==> src/rtl/uart_pkg.sv <==
// UART shared definitions: frame state encoding and parity modes.
// Used by the transmitter now and by the receiver later.
package uart_pkg;

    typedef enum logic [2:0] {
        IDLE,
        START,
        DATA,
        PAR,
        STOP
    } tx_state_e;

    localparam int PAR_NONE = 0;
    localparam int PAR_ODD  = 1;
    localparam int PAR_EVEN = 2;

    // Counter width for a modulo-n counter; never below one bit.
    function automatic int cnt_width(input int n);
        return (n > 1) ? $clog2(n) : 1;
    endfunction

endpackage

==> src/rtl/uart_baud_tick.sv <==
// Bit-period timer: counts 0..CLKS_PER_BIT-1 and pulses tick on the
// last count. clear holds the count at zero.
module uart_baud_tick
    import uart_pkg::*;
#(
    parameter int CLKS_PER_BIT = 16
) (
    input  logic sysclk,
    input  logic reset,
    input  logic clear,
    output logic tick
);

    localparam int CW = cnt_width(CLKS_PER_BIT);
    localparam logic [CW-1:0] LAST = CW'(CLKS_PER_BIT - 1);

    logic [CW-1:0] cnt_q;
    logic [CW-1:0] cnt_d;

    // Next count: wrap on the last cycle of a bit, hold at zero on clear.
    always_comb begin
        cnt_d = cnt_q;
        tick  = 1'b0;
        if (clear) begin
            cnt_d = '0;
        end else if (cnt_q == LAST) begin
            cnt_d = '0;
            tick  = 1'b1;
        end else begin
            cnt_d = cnt_q + 1'b1;
        end
    end

    // Count register.
    always_ff @(posedge sysclk or posedge reset) begin
        if (reset) begin
            cnt_q <= '0;
        end else begin
            cnt_q <= cnt_d;
        end
    end

endmodule

==> src/rtl/uart_tx_param.sv <==
// Parameterised UART transmitter: start, LSB-first data, optional
// parity, 1 or 2 stop bits, with a registered serial line.
module uart_tx_param
    import uart_pkg::*;
#(
    parameter int DATA_BITS    = 8,
    parameter int CLKS_PER_BIT = 16,
    parameter int PARITY       = 0,
    parameter int STOP_BITS    = 1
) (
    input  logic                 sysclk,
    input  logic                 reset,
    input  logic [DATA_BITS-1:0] TX_DATA,
    input  logic                 TX_EN,
    output logic                 TX_STATUS,
    output logic                 TX_DONE,
    output logic                 UART_TX
);

    if (DATA_BITS < 5 || DATA_BITS > 9) begin : g_bad_data_bits
        $error("uart_tx_param: DATA_BITS must be 5..9");
    end
    if (CLKS_PER_BIT < 1 || CLKS_PER_BIT > 65535) begin : g_bad_clks
        $error("uart_tx_param: CLKS_PER_BIT must be 1..65535");
    end
    if (PARITY != PAR_NONE && PARITY != PAR_ODD && PARITY != PAR_EVEN)
    begin : g_bad_parity
        $error("uart_tx_param: PARITY must be 0, 1 or 2");
    end
    if (STOP_BITS != 1 && STOP_BITS != 2) begin : g_bad_stop
        $error("uart_tx_param: STOP_BITS must be 1 or 2");
    end

    localparam logic [3:0] LAST_DATA = 4'(DATA_BITS - 1);
    localparam logic [3:0] LAST_STOP = 4'(STOP_BITS - 1);

    tx_state_e            state_q, state_d;
    logic [DATA_BITS-1:0] data_q, data_d;
    logic [3:0]           idx_q, idx_d;
    logic                 line_q, line_d;
    logic                 status_q, status_d;
    logic                 done_q, done_d;

    logic                 tick;
    logic                 par_bit;
    logic [3:0]           nxt_idx;
    logic [DATA_BITS-1:0] data_sh;

    // The timer only runs while a frame is in flight.
    uart_baud_tick #(
        .CLKS_PER_BIT(CLKS_PER_BIT)
    ) u_baud (
        .sysclk(sysclk),
        .reset (reset),
        .clear (state_q == IDLE),
        .tick  (tick)
    );

    assign nxt_idx   = idx_q + 4'd1;
    assign data_sh   = data_q >> nxt_idx;
    assign par_bit   = (PARITY == PAR_ODD) ? ~(^data_q) : (^data_q);

    assign TX_STATUS = status_q;
    assign TX_DONE   = done_q;
    assign UART_TX   = line_q;

    // Frame sequencing; the line value for the next bit is chosen here
    // so the registered output changes on the same edge as the state.
    always_comb begin
        state_d  = state_q;
        data_d   = data_q;
        idx_d    = idx_q;
        line_d   = line_q;
        status_d = status_q;
        done_d   = 1'b0;
        unique case (state_q)
            IDLE: begin
                line_d = 1'b1;
                if (TX_EN) begin
                    data_d   = TX_DATA;
                    state_d  = START;
                    idx_d    = '0;
                    line_d   = 1'b0;
                    status_d = 1'b0;
                end
            end
            START: begin
                if (tick) begin
                    state_d = DATA;
                    idx_d   = '0;
                    line_d  = data_q[0];
                end
            end
            DATA: begin
                if (tick) begin
                    if (idx_q == LAST_DATA) begin
                        idx_d = '0;
                        if (PARITY != PAR_NONE) begin
                            state_d = PAR;
                            line_d  = par_bit;
                        end else begin
                            state_d = STOP;
                            line_d  = 1'b1;
                        end
                    end else begin
                        idx_d  = nxt_idx;
                        line_d = data_sh[0];
                    end
                end
            end
            PAR: begin
                if (tick) begin
                    state_d = STOP;
                    idx_d   = '0;
                    line_d  = 1'b1;
                end
            end
            STOP: begin
                if (tick) begin
                    if (idx_q == LAST_STOP) begin
                        state_d  = IDLE;
                        idx_d    = '0;
                        status_d = 1'b1;
                        done_d   = 1'b1;
                    end else begin
                        idx_d = nxt_idx;
                    end
                end
            end
            default: begin
                state_d  = IDLE;
                idx_d    = '0;
                line_d   = 1'b1;
                status_d = 1'b1;
            end
        endcase
    end

    // State and datapath registers; reset aborts any frame at once.
    always_ff @(posedge sysclk or posedge reset) begin
        if (reset) begin
            state_q  <= IDLE;
            data_q   <= '0;
            idx_q    <= '0;
            line_q   <= 1'b1;
            status_q <= 1'b1;
            done_q   <= 1'b0;
        end else begin
            state_q  <= state_d;
            data_q   <= data_d;
            idx_q    <= idx_d;
            line_q   <= line_d;
            status_q <= status_d;
            done_q   <= done_d;
        end
    end

endmodule

==> config.mk <==
export PLATFORM = sky130hd
export DESIGN_NAME = uart_tx_param
export DESIGN_NICKNAME = d
export VERILOG_FILES = /design/src/rtl/uart_pkg.sv /design/src/rtl/uart_baud_tick.sv /design/src/rtl/uart_tx_param.sv
export SDC_FILE = /design/constraint.sdc
export NUM_CORES = 1
export LEC_CHECK = 0
export CORE_MARGIN = 8
export CORE_UTILIZATION = 55
export DETAILED_ROUTE_END_ITERATION = 16
export PLACE_DENSITY = 0.84
export SETUP_SLACK_MARGIN = 0.5
export SLEW_MARGIN = 15
export SYNTH_ARGS = -nofsm -noshare
export SYNTH_HDL_FRONTEND = slang
export SYNTH_HIERARCHICAL = 1
export SYNTH_SLANG_ARGS = --single-unit
==> constraint.sdc <==
create_clock -name sysclk -period 3.6 [get_ports sysclk]
set_input_delay 0.72 -clock sysclk [delete_from_list [all_inputs] [get_ports sysclk]]
set_output_delay 0.72 -clock sysclk [all_outputs]
set_load 0.01 [all_outputs]
Yosys cells after proc, flatten, opt, wreduce, memory -nomap -nowiden:

Index checks and enable logic that the tools add are counted.

* output and inout port bits: 3
* input port bits: 11
* register bits after elaboration: 22
* word-level logic and storage cells: 67

* reductions and logical operators: 9
* shift-type cells: 1
* add/sub/neg operators: 2
* multiplexer cells: 32
* bitwise operators: 2
* equal/unequal tests: 14

Operator list (count)
* $mux W4: 8
* $mux W3: 7
* $pmux W4 S4: 1
* $pmux W3 S5: 1
* $ne A2 B2 Y1 const B: 7
* $mux W1: 13
* $reduce_and A4 Y1: 3
* $add A4 B1 Y4 const B: 2
* $shr A8 B4 Y1: 1
* $reduce_and A7 Y1: 1
* $eq A3 B2 Y1 const B: 2
* $pmux W1 S5: 1
* $eq A4 B3 Y1 const B: 1
* $eq A4 B4 Y1 const B: 1
* $logic_not A4 Y1: 1
* $eq A3 B1 Y1 const B: 1
* $eq A3 B3 Y1 const B: 1
* $logic_not A3 Y1: 1
* $pmux W1 S3: 1
* $reduce_or A3 Y1: 1
* $ne A2 B1 Y1 const B: 1
* $not A1 Y1: 2
* $reduce_and A2 Y1: 1
* $reduce_or A2 Y1: 1

Longest topological paths before layout:

Gate-level depths: netlist of the first run.

* depth after elaboration: 5
* depth in mapped cells: 8
* mapped depth without buffers: 7

Hierarchy:

The synthesis of the first run kept the hierarchy.

By module, submodules not included
* uart_tx_param: area each 1011.0 sq um, seq. area each 452.9 sq um, instances 1, cells an instance 92
* uart_baud_tick: area each 173.9 sq um, seq. area each 100.1 sq um, instances 1, cells an instance 15

Worst setup path before layout of the first run:

No wires, ideal clock.

* path type: register to register
* from: register state_q[1]
* to: register idx_q[1]
* clock period less this slack: 2.173 ns
* library setup time: 0.128 ns
* slack: 1.427 ns
* path buffers: 2
* data required time: 3.472 ns
* arrival time: 2.044 ns
* stages on the path, launching flop included: 9
* path through: dfrtp_1 buf_2 nor3_1 nor2_1 clkbuf_1 nor4b_1 a31o_2 a21o_1 o22ai_2

* cells in the longest elaborated chain, start to end: 4
* elaborated cells on any way between the ends: 13
* those cells by class: eq/ne (8); mux (2); reduce/logical (3)

RTL lines
* start, declared: RTL line uart_tx_param.sv:37 `tx_state_e state_q, state_d;`
* start signal, assigned: RTL line uart_tx_param.sv:149 `state_q <= state_d;`
* $logic_not A3 Y1 *: RTL line uart_tx_param.sv:55 `.clear (state_q == IDLE),`
* $mux W1 *: RTL line uart_baud_tick.sv:24 `if (clear) begin`
* named net tick: RTL line uart_tx_param.sv:44 `logic tick;`
* $ne A2 B1 Y1 (no source line) or $ne A2 B2 Y1 (tied branches)
* $reduce_and A4 Y1 (no source line) *
* end signal, assigned: RTL line uart_tx_param.sv:151 `idx_q <= idx_d;`
* end, declared: RTL line uart_tx_param.sv:39 `logic [3:0] idx_q, idx_d;`

The timed path passes the listed nets; every way through them passes the cells marked *.
A chain may end at the register's enable or synchronous reset.

Worst setup path in the final report of the first run:

Ends and elaborated chain as after synthesis.

==> qor.csv, run 1 <==
metric,value,unit
drc,0,
num_vias,857,
hp-class,flip-flop to flip-flop,
grtUsageMet3,3.76,%
setup_violations,0,
htree_levels,1,
die_height,62.4,um
ant_nets,0,
tritoncts,done,
cts_buffers,3,
ir_worst_vdd,0.219,mV
min_period_over_period,69.8,%
cts_resized,0,
maxCapViolCount,0,
ys_seq_area_share,46.7,%
whs,0.518,ns
start_kind,flip-flop,
drive_gt1_share,20.0,%
grt_setup_unrepaired,false,
placed_cells,144,
period_needed,2.51,ns
gr-usage-all-layers,11.7,%
drt_wl_total,2130,um
grt_pass1_wl,3770,um
slowest_stage,nor3_1,
area.growth.synth_to_final,14.9,%
core_area,2130,um^2
status,finished clean,
grt_use_met1,15.1,%
endpoint_kind,flip-flop,
grt_use_met2,16.8,%
hpwl,1570,um
die_w,62.4,um
yosysWarningCount,6,
ys_async_sr_fraction,100,%
clk_pin_slew,0.12,ns
finalHoldViolations,0,
root_buffer,clkbuf_4,
fmax,398,MHz
slew_viol_final,0,
fillCellCount,165,
grt.busiest_layer,met2,
crit_family,simple AND/OR/NAND/NOR gates,
crit_required,3.80,ns
wl_per_cell,14.4,um
grt_max_degree,19,
start_util,55.7,%
finClkSkew,0.00554,ns
worst-endpoint-arrival,2.71,ns
clk_latency,0.30,ns
place_congestion,0.874,
leakage,0.599,nW
syn_nets,121,
netlist_area,1180,um^2
port_buffers,13,
rows,17,
hold_buffers,0,
nets,135,
synth_edf_count,0,
drt_iter0_drc,13,
num_antenna_cells,0,
yosys.area.top_type,dfrtp_1,
critPathMaxStageDelay,0.58,ns
relSlewSlack,54.5,%
first_pass_iters,4,
synth_cell_types,43,
antenna_found_initial,0,
timing.critical_path.buf_inv,0,
yosysMostFrequentCell,dfrtp_1,
power.density,302,nW/um^2
tightest_slew,0.682,ns
worst-path-max-fanout,15,
avgSynthCellArea,11.1,um^2
gr-total-overflow,0,
synth.ff_latch_count,22,
cts.sinks,22,
drt-vias-per-instance,5.79,
dieArea,3900,um^2
synthFlopType,dfrtp_1,
yosys.area.top_type_share,42.2,%
ioPinCount,14,
fin_setup_tns,0,ns
synth_common_cells,"dfrtp_1 (20), inv_1 (9), mux2_2 (8)",
clock_path_buffers,2,
synthCells,107,
grt_pass1_vias,877,
cp_cell_sequence,nor3_1 -> nor2_1 -> nor4b_1 -> a31o_2 -> a21o_1 -> o22ai_2,
ys_top_cells_by_area,"dfrtp_1 (42%), mux2_2 (7.6%), dfstp_2 (4.4%)",
stdcell_count,148,
r2r_slack,1.09,ns
postCtsSetupRepairBufs,0,
critPathKind,flip-flop to flip-flop,
==> worst reg2reg max path: stages (launching register included) <==
cell and delay [ns]:
dfrtp_1 0.55, nor3_1 0.58, nor2_1 0.29, nor4b_1 0.46, a31o_2 0.23, a21o_1 0.19
o22ai_2 0.10
==> power by group <==
part / switching, mW / internal, mW / leakage, nW / total [mW]
sequential: 0.00247 / 0.252 / 0.267 / 0.254
clock: 0.0715 / 0.0617 / 0.0210 / 0.133
combinational: 0.00840 / 0.0155 / 0.311 / 0.0239
total: 0.0824 / 0.329 / 0.599 / 0.411
==> cells by family after synthesis <==
kind of cell,count (synthesis),synth area share (%)
and+or+nand+nor,30,14.9
adders and majority gates,3,3.17
muxes,11,12.2
AOI/OAI and AO/OA,25,15.8
buffers and inverters,13,4.96
DFF,22,46.7
xor gates and xnor gates,3,2.22
==> registers in the layout (all words and copies together) (netlist names) <==
signal	count
TX_DONE	1
TX_STATUS	1
UART_TX	1
data_q	8
u_baud/cnt_q	4
state_q	3
idx_q	4
==> per-layer routing <==
metal / part of all wire [%] / vias to the layer above
met3: 5.7 / 4
met5: 0 / -
li1: - / 419
met1: 46 / 408
met2: 47 / 26
met4: 1.3 / 0
==> worst paths after layout <==
path,startpoint,end,cells past startpoint
setup reg to reg,state_q[1],idx_q[1],6
hold / removal,u_baud/cnt_q[0],u_baud/cnt_q[0],1
hold reg to reg,u_baud/cnt_q[0],u_baud/cnt_q[0],1
setup / recovery,state_q[1],idx_q[1],6
max in group asynchronous,reset,state_q[1],2
min in group asynchronous,reset,u_baud/cnt_q[2],2
==> layout by cell type (no fill, tap or decap), types with 3 or more instances in the layout <==
cell type / count
inv_1: 9
ha_1: 3
nor3b_1: 3
nand2_1: 5
mux2_2: 8
clkdlybuf4s50_1: 13
nor2_1: 6
o21ai_0: 4
dfrtp_1: 20
a21oi_1: 6
clkbuf_4: 3
==> stage by stage <==
stage / worst slack (ns) / utilization (%) / power [mW] / area, um^2
5_1_grt: 0.852 / 64.0 / 0.430 / 1360
6_report: 1.09 / 64.0 / 0.411 / 1360
3_3_place_gp: 1.19 / 62.3 / 0.282 / 1330
4_1_cts: 1.14 / 64.0 / 0.414 / 1360
3_5_place_dp: 1.15 / 62.3 / 0.283 / 1330
2_1_floorplan: 1.43 / - / 0.269 / 1180
==> final cells by class <==
cell class	count	area, um^2	area share [%]
repair buffers	13	130	9.56
well taps	28	35.0	2.57
multi-input cells	72	573	42.1
clock buffers	4	36.3	2.67
flip-flops and latches	22	553	40.6
inverters	9	33.8	2.48
Note: power is estimated with default switching activity, not from simulation.
==> run 2: changes to the inputs <==
Settings changed: CORE_UTILIZATION 55 to 49, PLACE_DENSITY 0.84 to 0.79.
Clock period 3.6 ns to 2.15 ns, I/O delays scaled along.
==> run 2 against run 1 <==
Non-clock buffer count increased by 22. Global-route usage increased by 2.0 points. Utilization increased by 5.8 points. Final cell count increased by 16%. Worst hold slack got worse by 0.20 ns. Total power increased by 70%. Critical path depth decreased by 1. Sequential share of layout area decreased by 7.3 points. Clock power increased by 75%. Combinational power increased by 73%. Sequential power increased by 68%.
==> qor.csv, run 2 (synthesis gave the netlist of run 1 again) <==
metric,value,unit,change
mostFrequentLayoutCell,dfrtp_1,,unchanged
tightest_slew,0.710,ns,was 0.682 ns
gr-total-overflow,0,,unchanged
min_period_over_period,79.1,%,was 69.8%
clk_latency,0.32,ns,was 0.30 ns
root_buffer,clkbuf_4,,unchanged
place_congestion,0.857,,was 0.874
maxCapViolCount,0,,unchanged
r2r_slack,0.45,ns,was 1.09 ns
cpMostUsedCell,buf_6,,
critPathKind,flip-flop to flip-flop,,unchanged
num_vias,998,,was 857
drt_iter0_drc,44,,was 13
power.density,420,nW/um^2,was 302 nW/um^2
ir_worst_vdd,0.313,mV,was 0.219 mV
grt_max_degree,19,,unchanged
stdcell_count,172,,was 148
hp-class,input port to async pin,,was flip-flop to flip-flop
drt-vias-per-instance,5.80,,was 5.79
cts_buffers,3,,unchanged
mostFrequentLayoutCells,"dfrtp_1 (18), buf_4 (17), clkdlybuf4s50_1 (9)",,"was dfrtp_1 (20), clkdlybuf4s50_1 (13), inv_1 (9)"
start_util,49.6,%,was 55.7%
wl_per_cell,17.5,um,was 14.4 um
reg_top3,"data_q (8), idx_q (4), u_baud/cnt_q (4)",,unchanged
placed_cells,151,,was 144
num_antenna_cells,0,,unchanged
grt_pass1_wl,4590,um,was 3770 um
worst-path-max-fanout,8,,was 15
antenna_found_initial,0,,unchanged
largest_register_ffs,8,,unchanged
ioPinCount,14,,unchanged
endpoint_kind,flip-flop,,unchanged
tritoncts,done,,unchanged
finClkSkew,0.00888,ns,was 0.00554 ns
drt_wl_total,3010,um,was 2130 um
setup_ws,0.449,ns,was 1.09 ns
port_buffers,13,,unchanged
crit_required,2.36,ns,was 3.80 ns
top_register,data_q,,unchanged
grt_pass1_vias,1039,,was 877
slowest_stage,dfrtp_1,,was nor3_1
fmax,588,MHz,was 398 MHz
area.growth.synth_to_final,40.5,%,was 14.9%
leakage,0.752,nW,was 0.599 nW
setup_violations,0,,unchanged
fin_setup_tns,0,ns,unchanged
cts.sinks,22,,unchanged
hold_buffers,0,,unchanged
hpwl,1750,um,was 1570 um
drc,0,,unchanged
die_w,65.2,um,was 62.4 um
nets,157,,was 135
place_ws,0.102,ns,was 1.15 ns
grt_setup_unrepaired,true,,was false
die_height,65.2,um,was 62.4 um
htree_levels,1,,unchanged
gr-usage-all-layers,13.7,%,was 11.7%
critPathMaxStageDelay,0.42,ns,was 0.58 ns
start_kind,flip-flop,,unchanged
finalHoldViolations,0,,unchanged
rows,18,,was 17
clock_path_buffers,2,,unchanged
status,finished clean,,unchanged
ant_nets,0,,unchanged
slew_viol_final,0,,unchanged
clk_pin_slew,0.12,ns,about the same
period_needed,1.70,ns,was 2.51 ns
core_area,2390,um^2,was 2130 um^2
first_pass_iters,4,,unchanged
cp_cell_sequence,buf_6 -> or3b_4 -> nor2_2 -> buf_6 -> mux2_2,,was nor3_1 -> nor2_1 -> nor4b_1 -> a31o_2 -> a21o_1 -> o22ai_2
whs,0.318,ns,was 0.518 ns
drive_gt1_share,43.7,%,was 20.0%
dieArea,4250,um^2,was 3900 um^2
worst-endpoint-arrival,1.91,ns,was 2.71 ns
relSlewSlack,52.6,%,was 54.5%
==> run 2: area by class of cell <==
cell class	count	area, um^2
fill	183	722
multi-input combinational	72	689
sequential	22	556
timing repair buffer	35	313
tap	30	37.5
clock buffer	4	36.3
inverter	9	33.8
==> run 2: path summary, 6_finish.rpt <==
kind / from / endpoint / depth (start not counted)
worst max register to register: state_q[0] / data_q[1] / 5
max in group asynchronous: reset / state_q[1] / 2
worst min-delay path: reset / u_baud/cnt_q[2] / 2
worst max-delay path: state_q[0] / data_q[1] / 5
worst min register to register: data_q[2] / data_q[2] / 1
min in group sysclk: data_q[2] / data_q[2] / 1
==> run 2: where the power goes <==
part	total (mW)	leakage [nW]	switching (mW)	internal, mW
Sequential	0.426	0.263	0.00423	0.421
Combinational	0.0413	0.468	0.0155	0.0258
Clock	0.233	0.0210	0.130	0.104
Total	0.700	0.752	0.149	0.551
==> run 2: critical path, delay by kind of cell (launching register included) <==
kind	cells	cell delay, ns
and+or+nand+nor	2	0.57
DFF	1	0.42
muxes	1	0.33
buffers and inverters	2	0.28
==> run 2: routing by layer <==
| layer | global-route usage, % | share of wire, % | vias up |
|---|---|---|---|
| met5 | 0 | 0 | - |
| met4 | 9.81 | 3.6 | 0 |
| met3 | 3.40 | 4.5 | 12 |
| met2 | 21.2 | 51 | 34 |
| met1 | 16.4 | 41 | 487 |
| li1 | - | - | 465 |
==> run 2: metrics by stage <==
stage	power [mW]	area (um^2)	util [%]
global placement	0.473	1410	59.0
floorplan	0.451	1240	-
detailed placement	0.475	1410	59.0
CTS	0.707	1580	66.1
global route	0.725	1670	69.8
finish	0.700	1670	69.8
==> run 2: timing repair <==
item / 4_1_cts / 5_1_grt
pin swaps: 6 / 4
gates resized for setup: 13 / 10
endpoints found under the setup margin: 18 / 16
hold endpoints to repair: 0 / 0
setup buffers: 12 / 5
==> run 3: changes to the inputs <==
Clock period 2.15 ns to 1.45 ns, I/O delays scaled along.
==> run 3 against run 2 <==
Clock skew grew 0.0018 ns. Clock power rose by 98%. Register-to-register slack lost 0.60 ns. The run now ends with negative setup slack left. First-iteration DRC count down 6.8%. Critical endpoint is now UART_TX.
==> qor.csv, run 3 (synthesis gave the netlist of run 1 again) <==
metric,value,unit,change
placed_cells,170,,was 151
clk_pin_slew,0.13,ns,was 0.12 ns
slew_viol_final,0,,unchanged
tightest_slew,0.293,ns,was 0.710 ns
whs,0.179,ns,was 0.318 ns
endpoint_kind,flip-flop,,unchanged
wl_per_cell,14.7,um,was 17.5 um
start_kind,flip-flop,,unchanged
grt_max_degree,14,,was 19
htree_levels,1,,unchanged
rows,18,,unchanged
leakage,0.837,nW,was 0.752 nW
drc,0,,unchanged
gr-total-overflow,0,,unchanged
clk_latency,0.31,ns,was 0.32 ns
first_pass_iters,4,,unchanged
drive_gt1_share,55.3,%,was 43.7%
relSlewSlack,80.4,%,was 52.6%
finalHoldViolations,0,,unchanged
violations,negative setup slack,,
die_height,65.2,um,unchanged
place_ws,-0.439,ns,was 0.102 ns
cts_buffers,3,,unchanged
num_antenna_cells,0,,unchanged
grt_pass1_vias,996,,was 1039
hp-class,input port to async pin,,unchanged
root_buffer,clkbuf_4,,unchanged
power.density,634,nW/um^2,was 420 nW/um^2
antenna_found_initial,0,,unchanged
top_register,data_q,,unchanged
ant_nets,0,,unchanged
fmax,626,MHz,was 588 MHz
num_vias,988,,was 998
power.total,1.16,mW,was 700 uW
grt_setup_unrepaired,true,,unchanged
hold_buffers,0,,unchanged
gr-usage-all-layers,13.8,%,was 13.7%
ir_worst_vdd,0.605,mV,was 0.313 mV
die_w,65.2,um,unchanged
reg_top3,"data_q (8), idx_q (4), u_baud/cnt_q (4)",,unchanged
core_area,2390,um^2,unchanged
stdcell_count,182,,was 172
setup_violations,15,,was 0
finClkSkew,0.0107,ns,was 0.00888 ns
ioPinCount,14,,unchanged
nets,167,,was 157
tritoncts,done,,unchanged
cts.sinks,22,,unchanged
port_buffers,13,,unchanged
critPathKind,flip-flop to flip-flop,,unchanged
worst-endpoint-arrival,1.84,ns,was 1.91 ns
largest_register_ffs,8,,unchanged
drt-vias-per-instance,5.43,,was 5.80
start_util,49.6,%,unchanged
drt_wl_total,2680,um,was 3010 um
setup_ws,-0.148,ns,was 0.449 ns
period_needed,1.60,ns,was 1.70 ns
mostFrequentLayoutCell,buf_4,,was dfrtp_1
drt_iter0_drc,41,,was 44
dieArea,4250,um^2,unchanged
place_congestion,0.902,,was 0.857
maxCapViolCount,0,,unchanged
status,"complete, but fails checks",,was finished clean
fillCellCount,154,,was 183
hpwl,2020,um,was 1750 um
fin_util,76.9,%,was 69.8%
worst-path-max-fanout,2,,was 8
min_period_over_period,110,%,was 79.1%
crit_required,1.69,ns,was 2.36 ns
clock_path_buffers,2,,unchanged
grt_pass1_wl,4560,um,was 4590 um
area.growth.synth_to_final,55.0,%,was 40.5%
r2r_slack,-0.15,ns,was 0.45 ns
mostFrequentLayoutCells,"buf_4 (26), dfrtp_1 (17), clkdlybuf4s50_1 (10)",,"was dfrtp_1 (18), buf_4 (17), clkdlybuf4s50_1 (9)"
run 3: cell types whose count changed in the layout (fill, tap and decap cells not counted), sizes merged:
cell,before,now
buf,22,35
bufinv,0,1
clkbuf,4,3
clkdlybuf4s50,9,10
dlygate4sd2,3,0
dlymetal6s2s,1,0
run 3: power breakdown:
part           total [mW]  internal [mW]  switching [mW]
Combinational      0.0709         0.0475          0.0235
Sequential          0.632          0.625         0.00706
Clock               0.462          0.279           0.183
run 3: worst paths after layout:
path,start,end,cells after the start
setup / recovery,idx_q[1],UART_TX,6
hold / removal,reset,u_baud/cnt_q[3],2
setup reg to reg,idx_q[1],UART_TX,6
hold reg to reg,data_q[6],data_q[6],1
max in group asynchronous,reset,data_q[0],3
min in group sysclk,data_q[6],data_q[6],1
run 3: layer usage:
metal / track usage [%] / up-vias / wire length [um]
met2: 22.6 / 14 / 1320
met4: 5.72 / 0 / 19
li1: - / 485 / -
met1: 16.9 / 487 / 1240
met5: 0 / - / 0
met3: 3.23 / 2 / 92
run 3: through the flow:
stage	setup TNS (ns)	cell area, um^2
floorplan	-2.54	1290
global placement	-5.84	1610
detailed placement	-6.05	1610
CTS	-1.76	1820
global route	-2.39	1840
finish	-1.62	1840
run 3: layout make-up:
class,instances,area [um^2],area share (%)
Sequential cell,22,557,30.3
Clock inverter,1,30.0,1.63
Inverter,9,33.8,1.84
Tap cell,30,37.5,2.04
Clock buffer,3,22.5,1.23
Timing Repair Buffer,45,399,21.7
Multi-Input combinational cell,72,757,41.2
run 3: what timing repair did:
item / CTS / global route
resized for setup: 37 / 4
pin swaps: 12 / 5
setup buffers: 7 / 1
endpoints found under the setup margin: 25 / 25
run 3: critical path, cell delays in order, from the launching register on:
cell and delay, ns:
dfrtp_1 0.38, inv_2 0.06, ha_4 0.27, mux4_2 0.49, nand2b_4 0.15, o2111ai_2 0.07
o311ai_1 0.11
